$ cat src/rtl/pipe_pkg.sv
// Shared definitions for elastic pipeline stages: state encoding and default
// EX/MEM bundle widths.
package pipe_pkg;

  localparam logic [1:0] ST_EMPTY = 2'b00;
  localparam logic [1:0] ST_ONE   = 2'b10;
  localparam logic [1:0] ST_FULL  = 2'b11;

  localparam int DATA_W_EXMEM = 48;
  localparam int CTRL_W_EXMEM = 4;

  // State is {main_valid, skid_valid}; 2'b01 cannot be reached in normal operation.
  typedef enum logic [1:0] {
    S_EMPTY   = ST_EMPTY,
    S_ILLEGAL = 2'b01,
    S_ONE     = ST_ONE,
    S_FULL    = ST_FULL
  } pipe_state_e;

endpackage

$ cat src/rtl/pipe_stage_elastic_if.sv
// Upstream and downstream handshake bundle of one elastic pipeline stage.
interface pipe_stage_elastic_if #(
  parameter int DATA_W = 48,
  parameter int CTRL_W = 4
);
  // A transfer happens on a rising edge where valid and ready are both high;
  // valid never waits on ready, and data/ctrl stay stable while valid && !ready.
  logic              in_valid;
  logic              in_ready;
  logic [DATA_W-1:0] in_data;
  logic [CTRL_W-1:0] in_ctrl;
  logic              out_valid;
  logic              out_ready;
  logic [DATA_W-1:0] out_data;
  logic [CTRL_W-1:0] out_ctrl;

  modport master (
    output in_valid, in_data, in_ctrl, out_ready,
    input  in_ready, out_valid, out_data, out_ctrl
  );

  modport slave (
    input  in_valid, in_data, in_ctrl, out_ready,
    output in_ready, out_valid, out_data, out_ctrl
  );
endinterface

$ cat src/rtl/pipe_stage_elastic_entry.sv
// One pipeline entry: valid bit plus data/ctrl register with load enable and
// a ctrl-only clear used for bubble insertion.
module pipe_entry #(
  parameter int DATA_W = 48,
  parameter int CTRL_W = 4
) (
  input  logic              clk,
  input  logic              rst,
  input  logic              valid_d,
  input  logic              load,
  input  logic              clr_ctrl,
  input  logic [DATA_W-1:0] data_in,
  input  logic [CTRL_W-1:0] ctrl_in,
  output logic              valid,
  output logic [DATA_W-1:0] data,
  output logic [CTRL_W-1:0] ctrl
);
  logic              valid_q;
  logic [DATA_W-1:0] data_q, data_d;
  logic [CTRL_W-1:0] ctrl_q, ctrl_d;

  always_comb begin
    data_d = data_q;
    ctrl_d = ctrl_q;
    if (load) begin
      data_d = data_in;
      ctrl_d = ctrl_in;
    end else if (clr_ctrl) begin
      ctrl_d = '0;
    end
  end

  always_ff @(posedge clk or posedge rst) begin
    if (rst) begin
      valid_q <= 1'b0;
      data_q  <= '0;
      ctrl_q  <= '0;
    end else begin
      valid_q <= valid_d;
      data_q  <= data_d;
      ctrl_q  <= ctrl_d;
    end
  end

  assign valid = valid_q;
  assign data  = data_q;
  assign ctrl  = ctrl_q;
endmodule

$ cat src/rtl/pipe_stage_elastic.sv
// Elastic pipeline stage: main register plus skid entry, synchronous flush
// with bubble insertion, and a saturating stall-cycle counter.
module pipe_stage_elastic
  import pipe_pkg::*;
#(
  parameter int DATA_W = DATA_W_EXMEM,
  parameter int CTRL_W = CTRL_W_EXMEM,
  parameter int CNT_W  = 16
) (
  input  logic                 clk,
  input  logic                 rst,
  input  logic                 flush,
  pipe_stage_elastic_if.slave  bus,
  output logic [CNT_W-1:0]     stall_cnt,
  output pipe_state_e          dbg_state
);
  logic              main_valid, skid_valid;
  logic [DATA_W-1:0] main_data, skid_data, main_data_in;
  logic [CTRL_W-1:0] main_ctrl, skid_ctrl, main_ctrl_in;
  logic              main_valid_d, main_load, main_clr, main_from_skid;
  logic              skid_valid_d, skid_load, skid_clr;
  logic              acc, emit;
  pipe_state_e       state;
  logic [CNT_W-1:0]  stall_cnt_q, stall_cnt_d;

  assign state = pipe_state_e'({main_valid, skid_valid});
  // in_ready comes straight from a flop, so out_ready never reaches in_ready.
  assign bus.in_ready = !skid_valid;
  assign acc  = bus.in_valid & bus.in_ready;
  assign emit = main_valid & bus.out_ready;

  always_comb begin
    main_valid_d   = main_valid;
    skid_valid_d   = skid_valid;
    main_load      = 1'b0;
    main_clr       = 1'b0;
    main_from_skid = 1'b0;
    skid_load      = 1'b0;
    skid_clr       = 1'b0;
    if (flush) begin
      main_valid_d = 1'b0;
      skid_valid_d = 1'b0;
      main_clr     = 1'b1;
      skid_clr     = 1'b1;
    end else begin
      case (state)
        S_EMPTY: begin
          if (acc) begin
            main_load    = 1'b1;
            main_valid_d = 1'b1;
          end
        end
        S_ONE: begin
          if (acc && emit) begin
            main_load = 1'b1;
          end else if (acc) begin
            skid_load    = 1'b1;
            skid_valid_d = 1'b1;
          end else if (emit) begin
            main_valid_d = 1'b0;
          end
        end
        S_FULL: begin
          if (emit) begin
            main_load      = 1'b1;
            main_from_skid = 1'b1;
            skid_valid_d   = 1'b0;
            skid_clr       = 1'b1;
          end
        end
        default: begin
          main_valid_d = 1'b0;
          skid_valid_d = 1'b0;
          main_clr     = 1'b1;
          skid_clr     = 1'b1;
        end
      endcase
    end
  end

  assign main_data_in = main_from_skid ? skid_data : bus.in_data;
  assign main_ctrl_in = main_from_skid ? skid_ctrl : bus.in_ctrl;

  pipe_entry #(.DATA_W(DATA_W), .CTRL_W(CTRL_W)) u_main (
    .clk      (clk),
    .rst      (rst),
    .valid_d  (main_valid_d),
    .load     (main_load),
    .clr_ctrl (main_clr),
    .data_in  (main_data_in),
    .ctrl_in  (main_ctrl_in),
    .valid    (main_valid),
    .data     (main_data),
    .ctrl     (main_ctrl)
  );

  pipe_entry #(.DATA_W(DATA_W), .CTRL_W(CTRL_W)) u_skid (
    .clk      (clk),
    .rst      (rst),
    .valid_d  (skid_valid_d),
    .load     (skid_load),
    .clr_ctrl (skid_clr),
    .data_in  (bus.in_data),
    .ctrl_in  (bus.in_ctrl),
    .valid    (skid_valid),
    .data     (skid_data),
    .ctrl     (skid_ctrl)
  );

  always_comb begin
    stall_cnt_d = stall_cnt_q;
    if (main_valid && !bus.out_ready && (stall_cnt_q != {CNT_W{1'b1}}))
      stall_cnt_d = stall_cnt_q + {{(CNT_W-1){1'b0}}, 1'b1};
  end

  always_ff @(posedge clk or posedge rst) begin
    if (rst) stall_cnt_q <= '0;
    else     stall_cnt_q <= stall_cnt_d;
  end

  // Control is gated by valid so a bubble can never fire halt/MemWrite/RegWrite.
  assign bus.out_valid = main_valid;
  assign bus.out_data  = main_data;
  assign bus.out_ctrl  = main_valid ? main_ctrl : '0;
  assign stall_cnt     = stall_cnt_q;
  assign dbg_state     = state;
endmodule

$ cat src/flat_wrapper.sv
// flat-port wrapper written by rule: the top's interface ports become plain ports
module pipe_stage_elastic_flat import pipe_pkg::*;
#(
  parameter int DATA_W = DATA_W_EXMEM,
  parameter int CTRL_W = CTRL_W_EXMEM,
  parameter int CNT_W  = 16
)
  (clk, rst, flush, stall_cnt, dbg_state, bus_in_valid, bus_in_data, bus_in_ctrl, bus_out_ready, bus_in_ready, bus_out_valid, bus_out_data, bus_out_ctrl);
  pipe_stage_elastic_if #(.DATA_W(DATA_W), .CTRL_W(CTRL_W)) bus_i ();
  input  logic clk;
  input  logic rst;
  input  logic flush;
  output logic [CNT_W-1:0] stall_cnt;
  output pipe_state_e dbg_state;
  input wire logic [$bits(bus_i.in_valid)-1:0] bus_in_valid;
  input wire logic [$bits(bus_i.in_data)-1:0] bus_in_data;
  input wire logic [$bits(bus_i.in_ctrl)-1:0] bus_in_ctrl;
  input wire logic [$bits(bus_i.out_ready)-1:0] bus_out_ready;
  output wire logic [$bits(bus_i.in_ready)-1:0] bus_in_ready;
  output wire logic [$bits(bus_i.out_valid)-1:0] bus_out_valid;
  output wire logic [$bits(bus_i.out_data)-1:0] bus_out_data;
  output wire logic [$bits(bus_i.out_ctrl)-1:0] bus_out_ctrl;
  assign bus_i.in_valid = bus_in_valid;
  assign bus_i.in_data = bus_in_data;
  assign bus_i.in_ctrl = bus_in_ctrl;
  assign bus_i.out_ready = bus_out_ready;
  assign bus_in_ready = bus_i.in_ready;
  assign bus_out_valid = bus_i.out_valid;
  assign bus_out_data = bus_i.out_data;
  assign bus_out_ctrl = bus_i.out_ctrl;
  pipe_stage_elastic #(.DATA_W(DATA_W), .CTRL_W(CTRL_W), .CNT_W(CNT_W)) u_core (.clk(clk), .rst(rst), .flush(flush), .bus(bus_i), .stall_cnt(stall_cnt), .dbg_state(dbg_state));
endmodule
$ cat config.mk
export PLATFORM = sky130hd
export DESIGN_NAME = pipe_stage_elastic_flat
export DESIGN_NICKNAME = d
export VERILOG_FILES = /design/src/rtl/pipe_pkg.sv /design/src/rtl/pipe_stage_elastic_if.sv /design/src/rtl/pipe_stage_elastic_entry.sv /design/src/rtl/pipe_stage_elastic.sv /design/src/flat_wrapper.sv
export SDC_FILE = /design/constraint.sdc
export NUM_CORES = 1
export LEC_CHECK = 0
export CAP_MARGIN = 30
export CORE_ASPECT_RATIO = 1.25
export CORE_UTILIZATION = 45
export CTS_CLUSTER_DIAMETER = 60
export DETAILED_ROUTE_END_ITERATION = 10
export PLACE_DENSITY = 0.76
export SYNTH_ARGS = -nofsm -noshare
export SYNTH_HDL_FRONTEND = slang
export SYNTH_SLANG_ARGS = --single-unit
$ cat constraint.sdc
create_clock -name clk -period 4.6 [get_ports clk]
set_clock_uncertainty 0.2 [all_clocks]
set_input_delay 0.92 -clock clk [delete_from_list [all_inputs] [get_ports clk]]
set_output_delay 0.92 -clock clk [all_outputs]
set_load 0.05 [all_outputs]
### Word-level counts from Yosys, hierarchy flattened

Index checks and enable logic that the tools add are counted.

* equal/unequal tests: 11
* multipliers: 0
* bitwise logic cells: 2
* divide/modulo/power cells: 0
* $add $sub $neg: 1
* muxes and demuxes: 30
* reduce and logical (&&, ||, !) cells: 12
* shift operators: 0
* order comparisons: 0

Operator list (number)
* 2-to-1 mux 48 bit: 1
* 2-to-1 mux 4 bit: 6
* 2-to-1 mux 1 bit: 19
* adder 16 x 1 -> 16 bit (second input constant): 1
* != test 16 bit (second input constant): 1
* != test 3 x 2 -> 1 bit (second input constant): 4
* one-hot mux 1 bit (3 select lines): 3
* != test 3 bit (second input constant): 2
* AND reduction 5 bit: 1
* equality test 2 bit (second input constant): 2
* != test 2 bit (second input constant): 2
* AND reduction 4 bit: 1
* nonzero test 2 bit: 2
* logical AND 1 bit: 3
* OR reduction 3 bit: 1
* AND 1 bit: 2
* zero test 1 bit: 2
* zero test 2 bit: 1
* one-hot mux 1 bit (2 select lines): 1
* OR reduction 2 bit: 1

* output and inout port bits: 72
* register bits: 122
* memories: 0
* logic and storage cells: 63
* latch bits: 0
* memory bits (writable): 0
* ROM bits: 0

### Logic depth before layout (Yosys ltp)

* word-level depth: 7
* mapped depth: 6
* mapped depth without buffers: 5

### Modules after synthesis

Synthesis repeated with hierarchy kept, for this count alone.

* cell total of the unflattened synthesis: 375
* area total of the unflattened synthesis: 5909.4 um^2

By module, submodules not included
* pipe_entry: times used 2, seq. area each 1326.3 um^2, cells each 113, area an instance 2184.6 um^2
* pipe_stage_elastic: times used 1, seq. area each 400.4 um^2, cells each 149, area an instance 1540.2 um^2

### Least setup slack after synthesis

OpenSTA, ideal clock, no wires.

* kind: input to register
* from: in bus_out_ready
* to: reg u_core.u_skid.data_q[0] (netlist: u_core.u_skid.data[0])
* buffers on the path: 2
* arrival time: 2.062 ns
* stages on the path: 5
* path slack: 2.213 ns
* library setup time: 0.125 ns
* cells stage by stage: nand2b_1 buf_6 nor3_4 buf_6 mux2_4

* longest elaborated chain between the ends: 5

RTL lines
* start, declared: RTL line flat_wrapper.sv:18 `input wire logic [$bits(bus_i.out_ready)-1:0] bus_out_ready;`
* AND 1 bit: RTL line pipe_stage_elastic.sv:30 `assign emit = main_valid & bus.out_ready;`
* logical AND 1 bit: RTL line pipe_stage_elastic.sv:54 `if (acc && emit) begin`
* 2-to-1 mux 1 bit: RTL line pipe_stage_elastic.sv:54
* 2-to-1 mux 1 bit: RTL line pipe_stage_elastic.sv:46 `case (state)`
* 2-to-1 mux 1 bit: RTL line pipe_stage_elastic.sv:40 `if (flush) begin`
* end signal, assigned: RTL line pipe_stage_elastic_entry.sv:40 `data_q <= data_d;`
* end, declared: RTL line pipe_stage_elastic_entry.sv:19 `logic [DATA_W-1:0] data_q, data_d;`

No other way between the ends.
A chain may end at the register's enable or synchronous reset.

### Final worst setup path

* from: reg u_core.u_main.valid_q (netlist: u_core.u_main.valid)
* to: out bus_out_ctrl[2]

* longest elaborated chain between the ends: 1

RTL lines
* start, declared: RTL line pipe_stage_elastic_entry.sv:18 `logic valid_q;`
* start signal, assigned: RTL line pipe_stage_elastic_entry.sv:39 `valid_q <= valid_d;`
* 2-to-1 mux 4 bit: RTL line pipe_stage_elastic.sv:124 `assign bus.out_ctrl = main_valid ? main_ctrl : '0;`
* end, declared: RTL line flat_wrapper.sv:22 `output wire logic [$bits(bus_i.out_ctrl)-1:0] bus_out_ctrl;`

No other way between the ends.

==> summary.txt <==
Outcome
  • Outcome: completed

Synthesis
  • Largest cells by area after synthesis: dfrtp_1 56%, mux2i_1 8.9%, mux2_4 8.3%
  • Yosys top cell area share: between 50% and 60%
  • Synthesized area per cell: roughly 13 um^2
  • Syn Inst Count: around 430
  • Syn nets: about 480
  • Register bit total from synthesis: ~120
  • Synth area leader: dfrtp_1
  • Cell variety after synth: 36
  • Yosys warns: 0
  • Synth Cell Area: between 5000 and 6000 um^2
  • Post-synthesis sequential area ratio: 56.3%

Cells and area
  • Final Cell Area: 7410 um^2
  • Layout Area Growth over Synthesis: 36.6%
  • Share of cells above drive strength 1: about 16%
  • Non-filler cells, final: just over 700
  • Net count, final: between 600 and 700
  • Layout Utilization: a little under two thirds
  • Commonest non-fill, non-tap cell in the layout: clkdlybuf4s50_1
  • Commonest non-fill, non-tap cells in the layout: 128 x clkdlybuf4s50_1, 122 x dfrtp_1, 53 x nor2_1
  • Diodes inserted: 0

Clocking
  • Post-CTS sizing: 0
  • CTS clk-pin slew, worst paths: 0.06 ns
  • Clock sinks: 122
  • Post-CTS setup buffers: 0
  • Clock Tree Root: clkbuf_16
  • CTS Hold Bufs: 0
  • H-tree depth: 4
  • Maximum root-to-sink buffer count: 2
  • Cts bufs inserted: 17
  • Clock Latency Late Sink: 0.40 ns
  • CTS tree: done

Power
  • Switch Pwr: about 1.1 mW
  • Logic pwr share: between 20% and 30%
  • Maximum VDD drop: 255 uV
  • Pwr dens: about 510 nW/um^2
  • Sequential power share: 37.7%
  • Static Leak: roughly 3.5 nW
  • Sw Ratio: 30.4%
  • Clock power frac: around 38%
  • Pint: roughly 2.6 mW

Global route
  • GR Util All Layers: roughly a fifth
  • Vias in the first global route: slightly below 4000
  • GRT Residual Overflow: 0
  • Largest net degree at the start of global routing: 71
  • Initial antenna violation count: 0
  • Global-route wire length before repair: 19.2 mm

Setup path
  • FF-to-FF End: u_core.u_main.data[20]
  • CP endpoint: bus_out_ctrl[2]
  • Reg2reg start: u_core.u_main.valid
  • Setup crit end kind: output pin
  • Worst Setup Start Kind: flop
  • Worst setup path category: reg -> out
  • CP Data Arrival Time: between 1.5 and 2 ns
  • Worst path required time: between 3 and 4 ns
  • Worst Path Max Fanout: 11
  • Crit path from: u_core.u_main.valid
  • R2R cell count: 5
  • Reg2reg setup slack: roughly 2.4 ns

Min path
  • Hold WC Path Type: reg -> reg

Routing
  • Initial DRC count: between 150 and 200
  • Routed WL: 11.6 mm
  • Via count: roughly 3700
  • Vias per std cell: 5.13
  • Wire per inst: ~16 um
  • Drt drc: 0
  • DRT antenna net count: 0
  • First-pass DRT Iterations: 4

Timing
  • # setup viols final: 0
  • Maximum clock rate: 334 MHz
  • Setup TNS: 0 ns
  • Final Max Tran Viols: 0
  • Fin crit period: 2.99 ns
  • Final Cycle Share: roughly two thirds
  • Least-Margin Pin Slew: just under 0.9 ns
  • Final hold violation count: 0
  • RSZ-0062 raised after global routing: false
  • Slew headroom: 41.5%

Placement
  • Post-DP HPWL: between 7 and 8 mm
  • GPL Wtd Cong: 0.751
  • # port buffers: roughly 130
  • Placed Area: 6780 um^2
  • Placed cells: ~700

Die
  • DIE AREA: around 13000 um^2
  • Initial Util: a little under half
  • Die height: 125 um
  • Core region area: around 12000 um^2
  • I/O pins: ~130
  • Die width: roughly 100 um
  • Core Rows: between 40 and 50

Flow run
  • Max Cap Violations: 0
==> routing by layer <==
metal	wire, um	global-route usage (%)
met5	0	0
met2	5970	32.8
met4	231	7.67
met3	401	4.71
met1	4970	24.7
==> synth_stat cells <==
library cell and instances:
dfrtp_1 122, nor2_1 53, a21oi_1 49, mux2i_1 48, mux2_4 30, mux2_2 17, buf_2 11, xor2_1 10
a22o_1 8, nor3_1 8, buf_6 7, buf_4 6, mux2_1 6, nand3_1 6, nand2_1 5, nand4_1 5
and2_1 4, xnor2_1 4, and3_1 3, inv_1 3, a211oi_1 2, buf_8 2, nand2b_1 2, o21ai_0 2
a2111oi_4 1, a21o_1 1, and4b_1 1, ha_1 1, nand3b_1 1, nand4b_1 1, nor2b_1 1, nor3_4 1
nor3b_1 1, nor4_1 1, nor4b_1 1, or2_2 1
==> worst max-delay path, cell delays in order, from the launching register on <==
cell,delay [ns]
dfrtp_1,0.49
and2_1,0.17
clkdlybuf4s50_1,0.80
==> sequential cells by signal, indices dropped and copies added (netlist names) <==
signal               cells
u_core.u_main.ctrl       4
u_core.stall_cnt        16
u_core.u_main.data      48
u_core.u_main.valid      1
u_core.u_skid.valid      1
u_core.u_skid.data      48
u_core.u_skid.ctrl       4
==> cells by family after synthesis <==
| family | Yosys count | share of synthesized area (%) |
|---|---|---|
| and+or+nand+nor | 95 | 8.35 |
| buffers and inverters | 29 | 4.06 |
| adders and majority gates | 1 | 0.231 |
| DFF | 122 | 56.3 |
| AOI/OAI and AO/OA | 63 | 6.92 |
| muxes | 101 | 21.9 |
| xor gates and xnor gates | 14 | 2.26 |
==> worst min-delay path by stage <==
| stage | slack [ns] | from | cells past startpoint | to |
|---|---|---|---|---|
| floorplan | 0.26 | u_core.u_skid.data[26] | 1 | u_core.u_skid.data[26] |
| global placement | 0.27 | u_core.u_skid.data[29] | 1 | u_core.u_skid.data[29] |
| detailed placement | 0.28 | u_core.u_skid.data[28] | 1 | u_core.u_skid.data[28] |
| CTS | 0.29 | u_core.u_skid.data[28] | 1 | u_core.u_skid.data[28] |
| global route | 0.30 | u_core.u_skid.ctrl[2] | 1 | u_core.u_skid.ctrl[2] |
| finish | 0.28 | u_core.u_skid.data[28] | 1 | u_core.u_skid.data[28] |
==> power by group through the flow <==
stage | clock [mW] | sequential (mW) | combinational (mW)
6_report | 1.42 | 1.42 | 0.927
5_1_grt | 1.48 | 1.44 | 0.986
4_1_cts | 1.44 | 1.42 | 0.936
3_5_place_dp | 0 | 1.43 | 0.933
3_3_place_gp | 0 | 1.42 | 0.913
2_1_floorplan | 0 | 1.74 | 0.299
==> per-stage QoR <==
stage	worst slack, ns	power [mW]	hold slack, ns
after floorplan	0.237	2.03	0.257
after global placement	1.48	2.34	0.266
after detailed placement	1.40	2.37	0.275
after CTS	1.58	3.79	0.287
after global routing	1.51	3.91	0.304
final	1.61	3.76	0.281
==> area by class of cell <==
cell class | instances | area, um^2
Fill cell | 925 | 4260
Multi-Input combinational cell | 274 | 2150
Sequential cell | 122 | 3050
Timing Repair Buffer | 135 | 1360
Clock inverter | 11 | 168
Clock buffer | 20 | 467
Inverter | 3 | 13.8
Tap cell | 161 | 201
(Power assumes the default switching activity.)
